File: src/rtl/cpu_pkg.sv
// Constants and types shared by the fetch, decode and execute stages.
package cpu_pkg;

  localparam logic [31:0] RESET_PC = 32'h0000_0000;
  localparam logic [31:0] NOP_INST = 32'h0000_0013;  // addi x0,x0,0
  localparam logic [31:0] PC_STEP  = 32'd4;
  localparam int          IROM_AW  = 14;

  typedef enum logic [1:0] {
    FETCH_RESET,
    FETCH_REDIRECT,
    FETCH_STALL,
    FETCH_RUN
  } fetch_action_e;

  typedef struct packed {
    logic [31:0] inst;
    logic [31:0] pc;
    logic [31:0] return_pc;
    logic        valid;
  } if_id_t;

  localparam if_id_t IF_ID_BUBBLE = '{
    inst:      NOP_INST,
    pc:        32'h0000_0000,
    return_pc: 32'h0000_0000,
    valid:     1'b0
  };

endpackage

File: src/rtl/if_id_reg.sv
// IF/ID pipeline register: reset and flush load a bubble, hold freezes it,
// otherwise it captures the fetched instruction and its PC/link value.
module if_id_reg
  import cpu_pkg::*;
(
  input  logic        clk_i,
  input  logic        reset_i,
  input  logic        hold_i,
  input  logic        bubble_i,
  input  logic [31:0] inst_i,
  input  logic [31:0] pc_i,
  output logic [31:0] inst_o,
  output logic [31:0] pc_o,
  output logic [31:0] return_pc_o,
  output logic        valid_o
);

  if_id_t r_if_id;

  // NOTE: sequential state uses non-blocking assignments so every register
  // samples the pre-edge values regardless of statement order.
  always_ff @(posedge clk_i) begin
    if (reset_i || bubble_i) begin
      r_if_id <= IF_ID_BUBBLE;
    end else if (!hold_i) begin
      r_if_id <= '{
        inst:      inst_i,
        pc:        pc_i,
        return_pc: pc_i + PC_STEP,
        valid:     1'b1
      };
    end
  end

  assign inst_o      = r_if_id.inst;
  assign pc_o        = r_if_id.pc;
  assign return_pc_o = r_if_id.return_pc;
  assign valid_o     = r_if_id.valid;

endmodule

File: src/rtl/inst_fetch.sv
// Instruction-fetch stage: PC register, next-PC selection, ROM addressing and
// the IF/ID register, with load-use stall and EX-stage redirect handling.
module inst_fetch
  import cpu_pkg::*;
(
  input  logic               clk_i,
  input  logic               reset_i,
  input  logic               stall_i,
  input  logic               redirect_i,
  input  logic [31:0]        redirect_pc_i,
  output logic [IROM_AW-1:0] irom_addr_o,
  input  logic [31:0]        irom_inst_i,
  output logic [31:0]        pc_o,
  output logic [31:0]        id_inst_o,
  output logic [31:0]        id_pc_o,
  output logic [31:0]        id_return_pc_o,
  output logic               id_valid_o,
  output logic               misalign_o
);

  logic [31:0]   r_pc;
  logic          r_misalign;
  fetch_action_e w_action;
  logic [31:0]   w_pc_next;
  logic          w_misalign_next;

  // Redirect outranks stall: the branch in EX is older than the stalled pair.
  // NOTE: every always_comb output gets a default first so no path can
  // leave it unassigned and infer a latch.
  always_comb begin
    w_action        = FETCH_RUN;
    w_pc_next       = r_pc + PC_STEP;
    w_misalign_next = r_misalign;
    if (reset_i) begin
      w_action        = FETCH_RESET;
      w_pc_next       = RESET_PC;
      w_misalign_next = 1'b0;
    end else if (redirect_i) begin
      w_action        = FETCH_REDIRECT;
      w_pc_next       = {redirect_pc_i[31:2], 2'b00};
      w_misalign_next = r_misalign | (redirect_pc_i[1:0] != 2'b00);
    end else if (stall_i) begin
      w_action        = FETCH_STALL;
      w_pc_next       = r_pc;
    end
  end

  // NOTE: only the small architectural registers are reset; there is no
  // storage array here that would need clearing.
  always_ff @(posedge clk_i) begin
    r_pc       <= w_pc_next;
    r_misalign <= w_misalign_next;
  end

  if_id_reg u_if_id_reg (
    .clk_i       (clk_i),
    .reset_i     (reset_i),
    .hold_i      (w_action == FETCH_STALL),
    .bubble_i    (w_action == FETCH_REDIRECT),
    .inst_i      (irom_inst_i),
    .pc_i        (r_pc),
    .inst_o      (id_inst_o),
    .pc_o        (id_pc_o),
    .return_pc_o (id_return_pc_o),
    .valid_o     (id_valid_o)
  );

  assign pc_o        = r_pc;
  assign irom_addr_o = r_pc[IROM_AW+1:2];
  assign misalign_o  = r_misalign;

endmodule

File: config.mk
export PLATFORM = sky130hd
export DESIGN_NAME = inst_fetch
export DESIGN_NICKNAME = d
export VERILOG_FILES = /design/src/rtl/cpu_pkg.sv /design/src/rtl/if_id_reg.sv /design/src/rtl/inst_fetch.sv
export SDC_FILE = /design/constraint.sdc
export NUM_CORES = 1
export LEC_CHECK = 0
export CAP_MARGIN = 0
export CORE_ASPECT_RATIO = 1.4
export CORE_UTILIZATION = 48
export DETAILED_ROUTE_END_ITERATION = 16
export PLACE_DENSITY = 0.86
export SETUP_SLACK_MARGIN = 0.3
export SLEW_MARGIN = 20
export SYNTH_ARGS = -nofsm -noshare
export SYNTH_HDL_FRONTEND = slang
export SYNTH_SLANG_ARGS = --single-unit
File: constraint.sdc
create_clock -name clk_i -period 3.7 [get_ports clk_i]
set_input_delay 0.74 -clock clk_i [delete_from_list [all_inputs] [get_ports clk_i]]
set_output_delay 0.74 -clock clk_i [all_outputs]
set_load 0.02 [all_outputs]
==> out/results.tsv, run 1 <==
metric	value	unit
Final Hold Fails	0	
die area	0.0124	mm^2
IO buf count	205	
Yosys reg bits	124	
clock root cell	clkbuf_16	
first-pass iteration count of the detailed router	6	
Placer Congestion	0.882	
Final setup violation count	0	
FF-to-FF End	pc_o[24]	
Core ar.	0.0115	mm^2
post-synth top area share	0.434	
post-route insts no fill	977	
Layout fillers	866	
share of layout cells above drive strength 1	0.0684	
R2R depth	6	
Sequential cell area	0.00248	mm^2
wl on met1	6440	um
Post-CTS Setup Repair Bufs	0	
Site Rows	46	
dpl cell area	0.00765	mm^2
hold path start	u_if_id_reg.return_pc_o[5]	
Post-route DRC	0	
outcome	finished, final reports clean	
CP Class	flip-flop to flip-flop	
clock slew at reported path FFs	0.06	ns
area growth from synthesis to layout	45.3	%
minimum clock period	2.45	ns
synth unique cells	54	
Synth Flop Type	dfxtp_1	
synthesized cell area	0.00572	mm^2
GRT Util Overall	0.282	
dpl cells	945	
first-pass GRT wire length	27400	um
peak supply drop	0.362	mV
WL per Instance	17.6	um
1st-iter DRT viols	518	
Worst Hold Class	flip-flop to flip-flop	
top cells by count, synth	dfxtp_1, nor2_1, mux2i_1	
sequential share of the synthesized area	0.434	
Mapped Avg Cell Area	8.66	um^2
Reg-to-Reg Start	pc_o[2]	
pins over their slew limit	0	
H-tree levels	4	
part of the cycle the worst path needs	0.663	
# hold bufs at CTS	0	
Setup Skew	0.00731	ns
CP startpoint kind	flip-flop	
die height	131	um
LEAKAGE	3.00	nW
Yosys warnings	0	
final instance area	0.00831	mm^2
Least-Margin Pin Slew	0.862	ns
Ant. Diodes	0	
Crit. End Element	flip-flop	
Synth area leaders	dfxtp_1, mux2i_1, nor2_1	
Initial Util	0.499	
slowest CP cell	dfxtp_1	
Required @ worst endpoint	4.02	ns
flop2flop setup slack	1.25	ns
Sum Neg Setup Slack	0	ns
Critical Path Max Stage Delay	0.52	ns
Die X-Extent	94.2	um
vias in the first global route	5489	
io pins	212	
share of synthesized registers carrying an async set or reset	0	
antenna viol nets, final	0	
largest net degree at the start of global routing	70	
CP Max Fanout	16	
Num CTS Buffers	17	
area of the multi-input gates	0.00282	mm^2
Slew HR	0.426	
via density per instance	5.74	
HPWL after detailed placement	11700	um
Max Fclk	407	MHz
drt total wl	17200	um
RSZ-0062 raised after global routing	no	
WHS Endpoint	u_if_id_reg.return_pc_o[5]	
TritonCTS clock tree	yes	
worst path arrival time	2.78	ns
most frequent cell after synthesis	dfxtp_1	
Worst Hold Path Cells	2	
# Max-Cap Violations	0	
met2 WL post-DR	8990	um
Cells after Synth	660	
Critical Path, Cell by Cell	ha_1, nand4_1, buf_4, or3_1, or4_1, a311oi_1	
routed wl met3	1320	um
number of antenna violations at the first check in global routing	0	
Synth area leader	dfxtp_1	
post-cts sizing count	0	
routed vias	5605	
Post-synth EDFFs	0	
CTS sink cnt	124	
clock tree buffer depth	2	
clk_lat worst skew	0.42	ns
uppermost layer routed	met4	
remaining global-route overflow	0	
power density over the cells	458	mW/mm^2
nets	889	
sequential cells by signal, summed over array words and instances (netlist names):
register	flops
u_if_id_reg.inst_o	32
pc_o	30
u_if_id_reg.pc_o	30
u_if_id_reg.return_pc_o	30
misalign_o	1
u_if_id_reg.valid_o	1
placed cells by master, fill, tap and decap left out, drive strengths merged, types with 10 or more instances in the layout:
master and instances:
dfxtp 124, xnor2 15, nor2 92, or4 10
a211oi 10, nand2 43, clkdlybuf4s50 204, a311oi 20
mux2i 55, nor3 14, buf 13, nand4 17
o31ai 10, o21ai 34, a21oi 32, nor4 15
or3 15, clkbuf 18
metal layers:
layer / GRT usage / up-vias
met3: 0.0799 / 40
met5: 0 / -
met1: 0.306 / 2640
met4: 0.132 / 0
met2: 0.494 / 257
li1: - / 2668
power by group:
part | internal [mW] | leakage (nW) | switching (mW)
clock | 1.21 | 0.316 | 0.631
sequential | 1.39 | 1.01 | 0.0779
combinational | 0.243 | 1.67 | 0.246
stage by stage:
stage | setup WS (ns) | util | total power, mW | hold slack [ns]
2_1_floorplan | 1.38 | - | 1.75 | 0.522
3_3_place_gp | 1.14 | 0.668 | 1.97 | 0.435
3_5_place_dp | 1.09 | 0.668 | 1.98 | 0.449
4_1_cts | 1.26 | 0.725 | 3.82 | 0.456
5_1_grt | 1.15 | 0.725 | 3.92 | 0.481
6_report | 1.25 | 0.725 | 3.80 | 0.454
worst max-delay path, delay by kind of cell (launching register included):
family,cells,cell delay (ns)
buffers and inverters,1,0.21
DFF,1,0.52
and+or+nand+nor,3,1.07
adders and majority gates,1,0.31
AOI/OAI and AO/OA,1,0.25
cell families after synthesis:
group                      Yosys count  synth area share
AOI/OAI and AO/OA                  132             0.151
DFF                                124             0.434
other                                1          0.000656
buffers and inverters               89            0.0764
xor gates and xnor gates            17            0.0260
and+or+nand+nor                    241             0.213
adders and majority gates            1           0.00219
muxes                               55            0.0963
how the worst max path moves through the flow:
stage	endpoint	cells after the start	start
finish	pc_o[24]	6	pc_o[2]
global route	pc_o[24]	6	pc_o[2]
CTS	pc_o[4]	1	pc_o[4]
detailed placement	u_if_id_reg.inst_o[26]	4	redirect_i
global placement	pc_o[31]	4	redirect_i
floorplan	pc_o[24]	6	pc_o[2]
final cells by class:
| cell class | instances | share of cell area |
|---|---|---|
| multi-input combinational | 452 | 0.339 |
| sequential | 124 | 0.299 |
| timing repair buffer | 217 | 0.258 |
| clock buffer | 18 | 0.0529 |
| clock inverter | 14 | 0.0264 |
| tap | 144 | 0.0217 |
| inverter | 8 | 0.00362 |
No activity file was read; power rests on OpenSTA's default activity.
==> run 2: changes to the inputs <==
--- a/config.mk
+++ b/config.mk
@@ -7,9 +7,9 @@
 export LEC_CHECK = 0
 export CAP_MARGIN = 0
 export CORE_ASPECT_RATIO = 1.4
-export CORE_UTILIZATION = 48
+export CORE_UTILIZATION = 40
 export DETAILED_ROUTE_END_ITERATION = 16
-export PLACE_DENSITY = 0.86
+export PLACE_DENSITY = 0.76
 export SETUP_SLACK_MARGIN = 0.3
 export SLEW_MARGIN = 20
 export SYNTH_ARGS = -nofsm -noshare
==> constraint.sdc (replaced) <==
create_clock -name clk_i -period 1.95 [get_ports clk_i]
set_input_delay 0.39 -clock clk_i [delete_from_list [all_inputs] [get_ports clk_i]]
set_output_delay 0.39 -clock clk_i [all_outputs]
set_load 0.02 [all_outputs]
==> out/results.tsv, run 2 (synthesis gave the netlist of run 1 again) <==
metric	value	unit	change
outcome	finished, final reports clean		
Worst Hold Class	flip-flop to flip-flop		
number of antenna violations at the first check in global routing	0		unchanged
CP top delay family	simple AND/OR/NAND/NOR gates		
# Max-Cap Violations	0		unchanged
GR met3 Demand/Resource	0.0696		-0.0103
routing usage on met2	0.497		+0.00328
Sequential cell area	0.00255	mm^2	+2.6%
WL per Instance	19.7	um	+12%
minimum clock period	1.92	ns	-0.532 ns
remaining global-route overflow	0		unchanged
area growth from synthesis to layout	65.1	%	
die area	0.0148	mm^2	+20%
commonest cells after routing, fill and taps aside	dlygate4sd2_1, dfxtp_1, nor2_1		
Max Fclk	520	MHz	+28%
Site Rows	51		+11%
LEAKAGE	4.20	nW	+40%
Bufs and invs on worst path	2		+1
# hold bufs at CTS	0		unchanged
dpl cells	1042		+10%
clk_lat worst skew	0.41	ns	about the same
area of the multi-input gates	0.00327	mm^2	+16%
share of layout cells above drive strength 1	0.277		+0.208
peak supply drop	0.595	mV	+65%
H-tree levels	4		unchanged
min setup slack post-route	0.0274	ns	-1.22 ns
slowest CP cell	a211oi_1		
Post-route DRC	0		unchanged
total power	6.97	mW	+83%
pins over their slew limit	0		unchanged
Crit. End Element	flip-flop		
RSZ-0062 raised after global routing	yes		
GRT Util Overall	0.288		+0.00603
post-route insts no fill	1114		+14%
dpl cell area	0.00828	mm^2	+8.3%
Placer Congestion	0.910		+3.2%
grt met1 use	0.318		+0.0115
pre-CTS WS	0.0365	ns	-1.06 ns
Core ar.	0.0139	mm^2	+21%
first-pass GRT wire length	32400	um	+18%
max reg flops	32		unchanged
1st-iter DRT viols	408		-21%
CP Max Fanout	4		-12
Setup Skew	0.00967	ns	+0.00236 ns
nets	985		+11%
Critical Path Max Stage Delay	0.40	ns	-0.12 ns
CTS sink cnt	124		unchanged
vias in the first global route	6254		+14%
Final setup violation count	0		unchanged
final hold slack	0.454	ns	-0.000879 ns
IO buf count	205		unchanged
largest net degree at the start of global routing	64		-8.6%
first-pass iteration count of the detailed router	6		unchanged
Die X-Extent	103	um	+9.3%
HPWL after detailed placement	14100	um	+20%
power density over the cells	739	mW/mm^2	+61%
via density per instance	5.69		-0.88%
Initial Util	0.411		-0.0882
crit-path most repeated cell	buf_4		
worst path arrival time	2.19	ns	-0.59 ns
Critical Path, Cell by Cell	nand4_4, buf_4, buf_4, nor4_1, xnor2_1, a211oi_1		
clock slew at reported path FFs	0.06	ns	about the same
Final Util	0.678		-0.0468
CP startpoint kind	flip-flop		
CP Class	flip-flop to flip-flop		
Layout fillers	1122		+30%
clock root cell	clkbuf_16		
final instance area	0.00944	mm^2	+14%
TritonCTS clock tree	yes		
Sum Neg Setup Slack	0	ns	unchanged
Final Hold Fails	0		unchanged
Num CTS Buffers	17		unchanged
io pins	212		unchanged
Required @ worst endpoint	2.22	ns	-1.80 ns
commonest non-fill, non-tap cell in the layout	dlygate4sd2_1		
clock tree buffer depth	2		unchanged
drt total wl	21900	um	+27%
part of the cycle the worst path needs	0.986		+0.323
antenna viol nets, final	0		unchanged
layer with the highest usage	met2		
Ant. Diodes	0		unchanged
routed vias	6335		+13%
die height	143	um	+9.4%
[run 2: cell types whose count changed in the layout (fill, tap and decap cells not counted), moves of 10 or more]
cell,delta
clkdlybuf4s50_1,-138
dlygate4sd2_1,+102
buf_4,+66
buf_6,+24
dfxtp_1,-23
clkbuf_2,+21
dfxtp_4,+14
nor4_1,-11
clkdlybuf4s15_1,+10
nor4_4,+10
[run 2: area by class of cell]
type	count	area share
multi-input combinational	452	0.346
timing repair buffer	313	0.294
sequential	124	0.270
clock buffer	18	0.0465
tap	185	0.0245
clock inverter	14	0.0152
inverter	8	0.00318
[run 2: routing by layer]
metal  part of all wire  up-vias
met5                  0        -
met4              0.043        0
met3              0.071       75
met2               0.51      336
met1               0.37     3055
li1                   -     2869
[run 2: what timing repair did]
item                       in CTS  in global routing
gates resized for setup       223                 79
cloned                          1                  0
pin swaps                      38                 25
setup endpoints to repair     176                 78
buffers inserted               33                  6
hold endpoints to repair        0                  0
[run 2: where the power goes]
| group | internal (mW) | switching, mW |
|---|---|---|
| Sequential | 2.64 | 0.106 |
| Combinational | 0.479 | 0.593 |
| Clock | 1.91 | 1.24 |
[run 2: final timing paths]
path | from | to | slack, ns | cells past startpoint
worst max-delay path | pc_o[2] | pc_o[9] | 0.03 | 6
worst max register to register | pc_o[2] | pc_o[9] | 0.03 | 6
worst min-delay path | misalign_o | misalign_o | 0.45 | 2
worst min register to register | misalign_o | misalign_o | 0.45 | 2
[run 2: worst register-to-register path: stages, from the launching register on]
cell and delay, ns:
dfxtp_4 0.38, nand4_4 0.15, buf_4 0.18, buf_4 0.14, nor4_1 0.39, xnor2_1 0.16, a211oi_1 0.40
==> run 3: changes to the inputs <==
--- a/config.mk
+++ b/config.mk
@@ -8,6 +8,7 @@
 export CAP_MARGIN = 0
 export CORE_ASPECT_RATIO = 1.4
 export CORE_UTILIZATION = 40
+export CTS_CLUSTER_SIZE = 40
 export DETAILED_ROUTE_END_ITERATION = 16
 export PLACE_DENSITY = 0.76
 export SETUP_SLACK_MARGIN = 0.3
==> results of run 3 <==
The final DEF is identical to that of run 2; final timing and power are the same.
